### src/rtl/fifo_ku_stream_pkg.sv
// Shared types and header-layout constants for the KU FIFO stream reader family.
package fifo_ku_stream_pkg;

  typedef enum logic [0:0] {
    HEAD = 1'b0,
    DATA = 1'b1
  } stream_rd_state_e;

  localparam int          DEF_LEN_BITS = 16;
  localparam int          HDR_LEN_LSB  = 0;
  localparam int          HDR_TAG_LSB  = DEF_LEN_BITS;
  localparam logic [15:0] DEF_MAGIC    = 16'hA55A;

endpackage

### src/rtl/fifo_ku_skid2.sv
// Generic 2-entry valid/ready skid buffer; entry 0 is the head that drives the output.
module fifo_ku_skid2 #(
  parameter int W = 37
) (
  input  logic         clk,
  input  logic         rst,
  input  logic         in_valid,
  input  logic [W-1:0] in_data,
  output logic         in_ready,
  output logic         out_valid,
  output logic [W-1:0] out_data,
  input  logic         out_ready,
  output logic [1:0]   occupancy
);

  // Handshake: a beat transfers on a side exactly when valid & ready are both high
  // at the clock edge; in_ready depends only on registered occupancy.
  logic [W-1:0] ent0;
  logic [W-1:0] ent1;
  logic [1:0]   occ;
  logic         push;
  logic         pop;

  assign in_ready  = (occ != 2'd2);
  assign out_valid = (occ != 2'd0);
  assign out_data  = ent0;
  assign occupancy = occ;
  assign push      = in_valid & in_ready;
  assign pop       = out_valid & out_ready;

  always_ff @(posedge clk) begin
    if (rst) begin
      occ  <= 2'd0;
      ent0 <= '0;
      ent1 <= '0;
    end else begin
      case ({push, pop})
        2'b10: begin
          if (occ == 2'd0) ent0 <= in_data;
          else             ent1 <= in_data;
          occ <= occ + 2'd1;
        end
        2'b01: begin
          ent0 <= ent1;
          occ  <= occ - 2'd1;
        end
        2'b11: begin
          if (occ == 2'd2) begin
            ent0 <= ent1;
            ent1 <= in_data;
          end else begin
            ent0 <= in_data;
          end
        end
        default: ;
      endcase
    end
  end

endmodule

### src/rtl/fifo_ku_stream_reader.sv
// Drains a FWFT FIFO and frames its words into a valid/ready stream using length headers.
// Optional header tag check: define FIFO_KU_STREAM_READER_MAGIC_CHK_EN.
module fifo_ku_stream_reader
  import fifo_ku_stream_pkg::*;
#(
  parameter int          DSIZE    = 36,
  parameter int          LEN_BITS = 16,
  parameter logic [15:0] MAGIC    = DEF_MAGIC
) (
  input  logic             rd_clk,
  input  logic             rd_rst,
  input  logic [DSIZE-1:0] fifo_dout,
  input  logic             fifo_empty,
  output logic             fifo_rd_en,
  output logic [DSIZE-1:0] m_tdata,
  output logic             m_tvalid,
  input  logic             m_tready,
  output logic             m_tlast,
  output logic             pkt_done,
  output logic [15:0]      pkt_cnt,
  output logic             busy,
  output logic             err_hdr,
  output stream_rd_state_e state_dbg
);

  stream_rd_state_e    state;
  logic [LEN_BITS-1:0] remaining;
  logic [LEN_BITS-1:0] hdr_len;
  logic                buf_ready;
  logic [1:0]          buf_occ;
  logic                pop_head;
  logic                pop_data;
  logic                last_word;
  logic                tag_ok;
  logic                beat_last;

`ifdef FIFO_KU_STREAM_READER_MAGIC_CHK_EN
  assign tag_ok = (fifo_dout[LEN_BITS +: 16] == MAGIC);
`else
  assign tag_ok = 1'b1;
`endif

  // Pop decision sees only registered state/occupancy, never m_tready.
  assign fifo_rd_en = !rd_rst && !fifo_empty && ((state == HEAD) || buf_ready);
  assign pop_head   = fifo_rd_en && (state == HEAD);
  assign pop_data   = fifo_rd_en && (state == DATA);
  assign hdr_len    = fifo_dout[HDR_LEN_LSB +: LEN_BITS];
  assign last_word  = (remaining == LEN_BITS'(1));
  assign beat_last  = m_tvalid & m_tready & m_tlast;
  assign busy       = (state == DATA) || (buf_occ != 2'd0);
  assign state_dbg  = state;

  fifo_ku_skid2 #(.W(DSIZE + 1)) u_skid (
    .clk       (rd_clk),
    .rst       (rd_rst),
    .in_valid  (pop_data),
    .in_data   ({last_word, fifo_dout}),
    .in_ready  (buf_ready),
    .out_valid (m_tvalid),
    .out_data  ({m_tlast, m_tdata}),
    .out_ready (m_tready),
    .occupancy (buf_occ)
  );

  always_ff @(posedge rd_clk) begin
    if (rd_rst) begin
      state     <= HEAD;
      remaining <= '0;
      pkt_done  <= 1'b0;
      pkt_cnt   <= 16'd0;
      err_hdr   <= 1'b0;
    end else begin
      pkt_done <= beat_last;
      if (beat_last) pkt_cnt <= pkt_cnt + 16'd1;
      err_hdr <= pop_head && !tag_ok;
      // A rejected tag or zero length leaves the header consumed with no framing.
      if (pop_head && tag_ok && (hdr_len != '0)) begin
        remaining <= hdr_len;
        state     <= DATA;
      end
      if (pop_data) begin
        remaining <= remaining - LEN_BITS'(1);
        if (last_word) state <= HEAD;
      end
    end
  end

endmodule

### config.mk
export PLATFORM = sky130hd
export DESIGN_NAME = fifo_ku_stream_reader
export DESIGN_NICKNAME = d
export VERILOG_FILES = /design/src/rtl/fifo_ku_stream_pkg.sv /design/src/rtl/fifo_ku_skid2.sv /design/src/rtl/fifo_ku_stream_reader.sv
export SDC_FILE = /design/constraint.sdc
export NUM_CORES = 1
export LEC_CHECK = 0
export CORE_MARGIN = 2
export CORE_UTILIZATION = 47
export CTS_CLUSTER_SIZE = 20
export DETAILED_ROUTE_END_ITERATION = 16
export PLACE_DENSITY = 0.84
export SLEW_MARGIN = 20
export SYNTH_ARGS = -nofsm -noshare
export SYNTH_HDL_FRONTEND = slang
export SYNTH_SLANG_ARGS = --single-unit
### constraint.sdc
create_clock -name rd_clk -period 1.93 [get_ports rd_clk]
set_clock_uncertainty 0.1 [all_clocks]
set_input_delay 0.386 -clock rd_clk [delete_from_list [all_inputs] [get_ports rd_clk]]
set_output_delay 0.386 -clock rd_clk [all_outputs]
set_load 0.005 [all_outputs]
After elaboration in Yosys (flattened, before gate mapping)
Index checks and enable logic that the tools add are counted.
Widths: inputs -> output; s select.
{"block": "classes", "muxes": 12, "reduce_logical": 18, "eq_ne": 9, "bitwise_logic": 4, "addsub": 4}
{"operator": "$mux 37", "count": 4}
{"operator": "$pmux 37 s3", "count": 1}
{"operator": "$pmux 37 s2", "count": 1}
{"operator": "$mux 16", "count": 2}
{"operator": "$add 16x1->16 const B", "count": 1}
{"operator": "$eq 16x1->1 const B", "count": 1}
{"operator": "$reduce_bool 16->1", "count": 1}
{"operator": "$sub 16x1->16 const B", "count": 1}
{"operator": "$reduce_bool 2->1", "count": 4}
{"operator": "$eq 2x2->1 const B", "count": 3}
{"operator": "$logic_and 1x1->1", "count": 5}
{"operator": "$ne 2x1->1 const B", "count": 2}
{"operator": "$ne 2x2->1 const B", "count": 2}
{"operator": "$pmux 2 s2", "count": 1}
{"operator": "$and 1x1->1", "count": 3}
{"operator": "$mux 1", "count": 3}
{"operator": "$reduce_and 3->1", "count": 1}
{"operator": "$reduce_bool 3->1", "count": 1}
{"operator": "$add 2x1->2 const B", "count": 1}
{"operator": "$eq 2x1->1 const B", "count": 1}
{"operator": "$logic_not 1->1", "count": 2}
{"operator": "$logic_not 2->1", "count": 1}
{"operator": "$logic_or 1x1->1", "count": 2}
{"operator": "$reduce_and 2->1", "count": 1}
{"operator": "other kinds (2)", "count": 2}
{"block": "totals", "word_cells": 54, "register_bits": 110, "input_bits": 40, "out_inout_bits": 59}

Depth between registers and ports, before layout
{"block": "logic_depth", "ltp_word": 8, "mapped_depth": 8, "ltp_nobuf": 6}

Cells and area by module
Synthesis repeated with hierarchy kept, for this count alone.
{"block": "unflattened", "hier_cells": 643, "hier_area_um2": 5590.4}
{"mod": "fifo_ku_skid2", "instances": 1, "area_each_um2": 3807.4, "cells_per_inst": 436}
{"mod": "fifo_ku_stream_reader", "instances": 1, "area_each_um2": 1783.0, "cells_per_inst": 207}

Least setup slack after synthesis
OpenSTA, ideal clock, no wires.
{"block": "synth_timing", "path_type": "register -> register", "from": "register remaining[0]", "to": "register remaining[12]", "setup_slack_ns": -0.029, "synth_period_minus_slack_ns": 1.959, "stages_incl_launch_ff": 7, "t_arrival_ns": 1.718, "setup_ns": 0.140, "n_path_buf": 0, "required_ns": 1.690, "cell_sequence": "dfxtp_1 inv_1 ha_1 or4b_1 nor4_1 mux2i_1 o311ai_0"}
{"block": "synth_between", "elab_chain_cells": 2}
{"element": "start: declaration", "line_no": "fifo_ku_stream_reader.sv:27", "rtl": "logic [LEN_BITS-1:0] remaining;"}
{"element": "start signal: assignment", "line_no": "fifo_ku_stream_reader.sv:78", "rtl": "remaining <= hdr_len;"}
{"element": "start signal: assignment", "line_no": "fifo_ku_stream_reader.sv:82", "rtl": "remaining <= remaining - LEN_BITS'(1);"}
{"element": "$sub 16x1->16", "line_no": "fifo_ku_stream_reader.sv:82"}
{"element": "$mux 16", "line_no": "fifo_ku_stream_reader.sv:81", "rtl": "if (pop_data) begin"}
Every way passes these cells.
A chain may end at the register's enable or synchronous reset.

Final worst setup path
{"block": "layout_timing", "from": "register remaining[1]", "to": "register remaining[12]"}
The elaborated chain is that of the path after synthesis.

==> impl_results.md <==
* Post-route insts no fill at 909
* Metal2 WL at 7660 um
* Seq/Total Area, Yosys at 44.4%
* Max IR drop VDD at 0.467 mV
* # hold bufs at CTS at 0
* # rows at 37
* Met3 wire len at 1180 um
* Drt via density at 5.86
* IO Pins at 99
* Slew HR at 66.1%
* Mapped Nets at 655
* Adder-cell share of the synthesized area at 0.756%
* Met1 wire length at 6670 um
* Worst setup SP type: register
* Primary FF master, synth: dfxtp_1
* RSZ-0062 raised after global routing: true
* Final number of max-transition violations at 0
* Top cell type's share of synthesized area at 44.4%
* CTS H-tree depth at 3
* Crit Path Class: register to register
* Final Core Density at 69.1%
* Worst EP required at 2.06 ns
* CP endpoint kind: register
* P per Cell Area at 662 mW/mm^2
* ANT nets after route at 0
* Cell variety after synth at 64
* Placer's final routability congestion estimate at 0.964
* Most frequent cell after synthesis: nand2_1
* Lkg Pwr at 2.63 nW
* Final setup viols at 0
* Final hold vios at 0
* Post-DP Area at 0.00663 mm^2
* Top sig layer: met4
* Final non-filler cell area at 0.00710 mm^2
* Post-Synth XOR/XNOR Area at 1.76%
* Hold Crit Depth at 2
* Max-Cap Viols at 0
* Synthesized cell area at 0.00496 mm^2
* #FFs+latches synth at 110
* Largest net degree at the start of global routing at 38
* Reg2Reg Depth at 6
* Final HPWL DP at 10800 um
* Synthesized area per cell at 8.11 um^2
* Total GRT Usage at 28.2%
* Clk sinks at 110
* Area leader, netlist: dfxtp_1
* DR iter-0 viols at 398
* Clock buffer depth at 2
* Total grt overflow at 0
* Die X at 107 um
* Antenna violations before repair at 0
* # placed instances at 884
* Post-synth ARST share at 0%
* Arr. time, crit path at 2.02 ns
* Input/output buffers at 97
* Max Freq at 0.528 GHz
* Top cells by count, synth: 154 x nand2_1, 110 x dfxtp_1, 48 x a21oi_1, 37 x a31oi_1, 37 x o21ai_0
* Post-Route WL at 16000 um
* Compound-Gate Fraction of Synth Area at 22.0%
* Clock slew at reported path FFs at 0.11 ns
* N_diodes at 0
* CTS root buffer: clkbuf_8
* Final Cycle Share at 98.1%
* Drt pass-1 iters at 5
* Syn Inst Count at 612
* DR DRC count at 0
* CP Max Fanout at 4
* Largest family of logic cells by synthesized area: simple AND/OR/NAND/NOR gates
* Main area contributors after synthesis: dfxtp_1 44%, nand2_1 12%, a21oi_1 4.8%
* Worst slew pin tran at 0.506 ns
* Drt wl/cell at 17.6 um
* Area delta synth->final at 43.0%
* Multiplexer share of the synthesized area at 0.630%
* Layout cells sized above 1 at 20.3%
* Min Tclk post-route at 1.89 ns
* Vias in the first global route at 5207
* Nets@finish at 811
* Yosys Warn Count at 0
* Initial Util at 48.3%
* Clock Latency Late Sink at 0.37 ns
* TritonCTS Buffers at 9
* Status: completed
* CTS tree: built
* Die H at 107 um
* HP Class: register to register
* Post-synth EDFFs at 0
* First-pass GRT wire length at 25700 um
* Pwr Total at 4.70 mW
* Hold_ws at 0.364 ns
* Via Count at 5330
* Die area at 0.0114 mm^2
* Simple-Gate Fraction of Synth Area at 24.6%
* CORE AREA at 0.0103 mm^2
==> placed cells by master, fill, tap and decap left out, types with 5 or more instances in the layout <==
master / count
buf_12: 10
buf_4: 77
inv_1: 10
clkbuf_8: 11
nand3_1: 11
nand2_1: 154
clkdlybuf4s50_1: 92
nor2_1: 19
a21oi_1: 48
a31oi_1: 37
or4_1: 5
a311oi_1: 5
dfxtp_1: 106
xnor2_1: 5
o21ai_0: 36
xor2_1: 5
nand4_1: 8
nor4_1: 7
nor3_1: 11
o211ai_1: 5
==> per-stage QoR <==
stage,setup TNS [ns],setup WS [ns]
global route,-0.149,-0.0527
floorplan,-0.0451,-0.0288
CTS,0,0.00503
global placement,-36.83,-0.421
finish,0,0.0368
detailed placement,-41.19,-0.525
==> critical path, cell delays in order, from the launching register on <==
cell and delay, ns:
dfxtp_1 0.33, inv_1 0.07, ha_1 0.16, or4b_4 0.54, nor4_4 0.18, mux2i_1 0.22, o311ai_0 0.16
==> worst paths after layout <==
kind,slack (ns),start,end
worst max-delay path,0.04,remaining[1],remaining[12]
worst min-delay path,0.36,u_skid.ent1[35],u_skid.ent1[35]
worst max register to register,0.04,remaining[1],remaining[12]
worst min register to register,0.36,u_skid.ent1[35],u_skid.ent1[35]
==> kinds of logic (layout without fill, tap and decap cells) <==
kind of cell / Yosys count / count (layout)
adder cells (fa/ha/maj): 3 / 3
XOR/XNOR: 10 / 10
buffers and inverters: 57 / 218
AO/OA/AOI/OAI: 170 / 170
other: 1 / 1
flip-flops: 110 / 110
AND/OR/NAND/NOR: 258 / 258
multiplexers: 3 / 3
==> power by group <==
part           switching [mW]  internal, mW  total, mW
combinational           0.452         0.492      0.944
clock                   0.797         0.548       1.34
sequential             0.0569          2.36       2.41
total                    1.31          3.40       4.70
==> area by class of cell <==
class	instances	area [um^2]
repair buffers	192	1900
clock inverters	4	30.0
inverters	10	37.5
fillers	825	3180
clock buffers	12	155
well taps	136	170
multi-input cells	445	2600
flip-flops and latches	110	2210
==> metal layers <==
layer | vias up | global-route usage [%]
met5 | - | 0
met4 | 0 | 12.4
met3 | 45 | 5.59
met2 | 247 | 46.9
met1 | 2535 | 35.5
li1 | 2503 | -
==> registers in the layout, indices dropped and copies added, names as in the netlist <==
| signal | count |
|---|---|
| pkt_cnt | 16 |
| pkt_done | 1 |
| remaining | 16 |
| state_dbg | 1 |
| u_skid.ent1 | 37 |
| u_skid.occupancy | 2 |
| u_skid.out_data | 37 |
==> what timing repair did <==
item | in CTS | in global routing
cloned | 4 | 0
endpoints found under the setup margin | 84 | 59
gates resized for setup | 18 | 25
buffers inserted | 2 | 3
pin swaps | 4 | 9
Power figures use the tool's default switching activity.
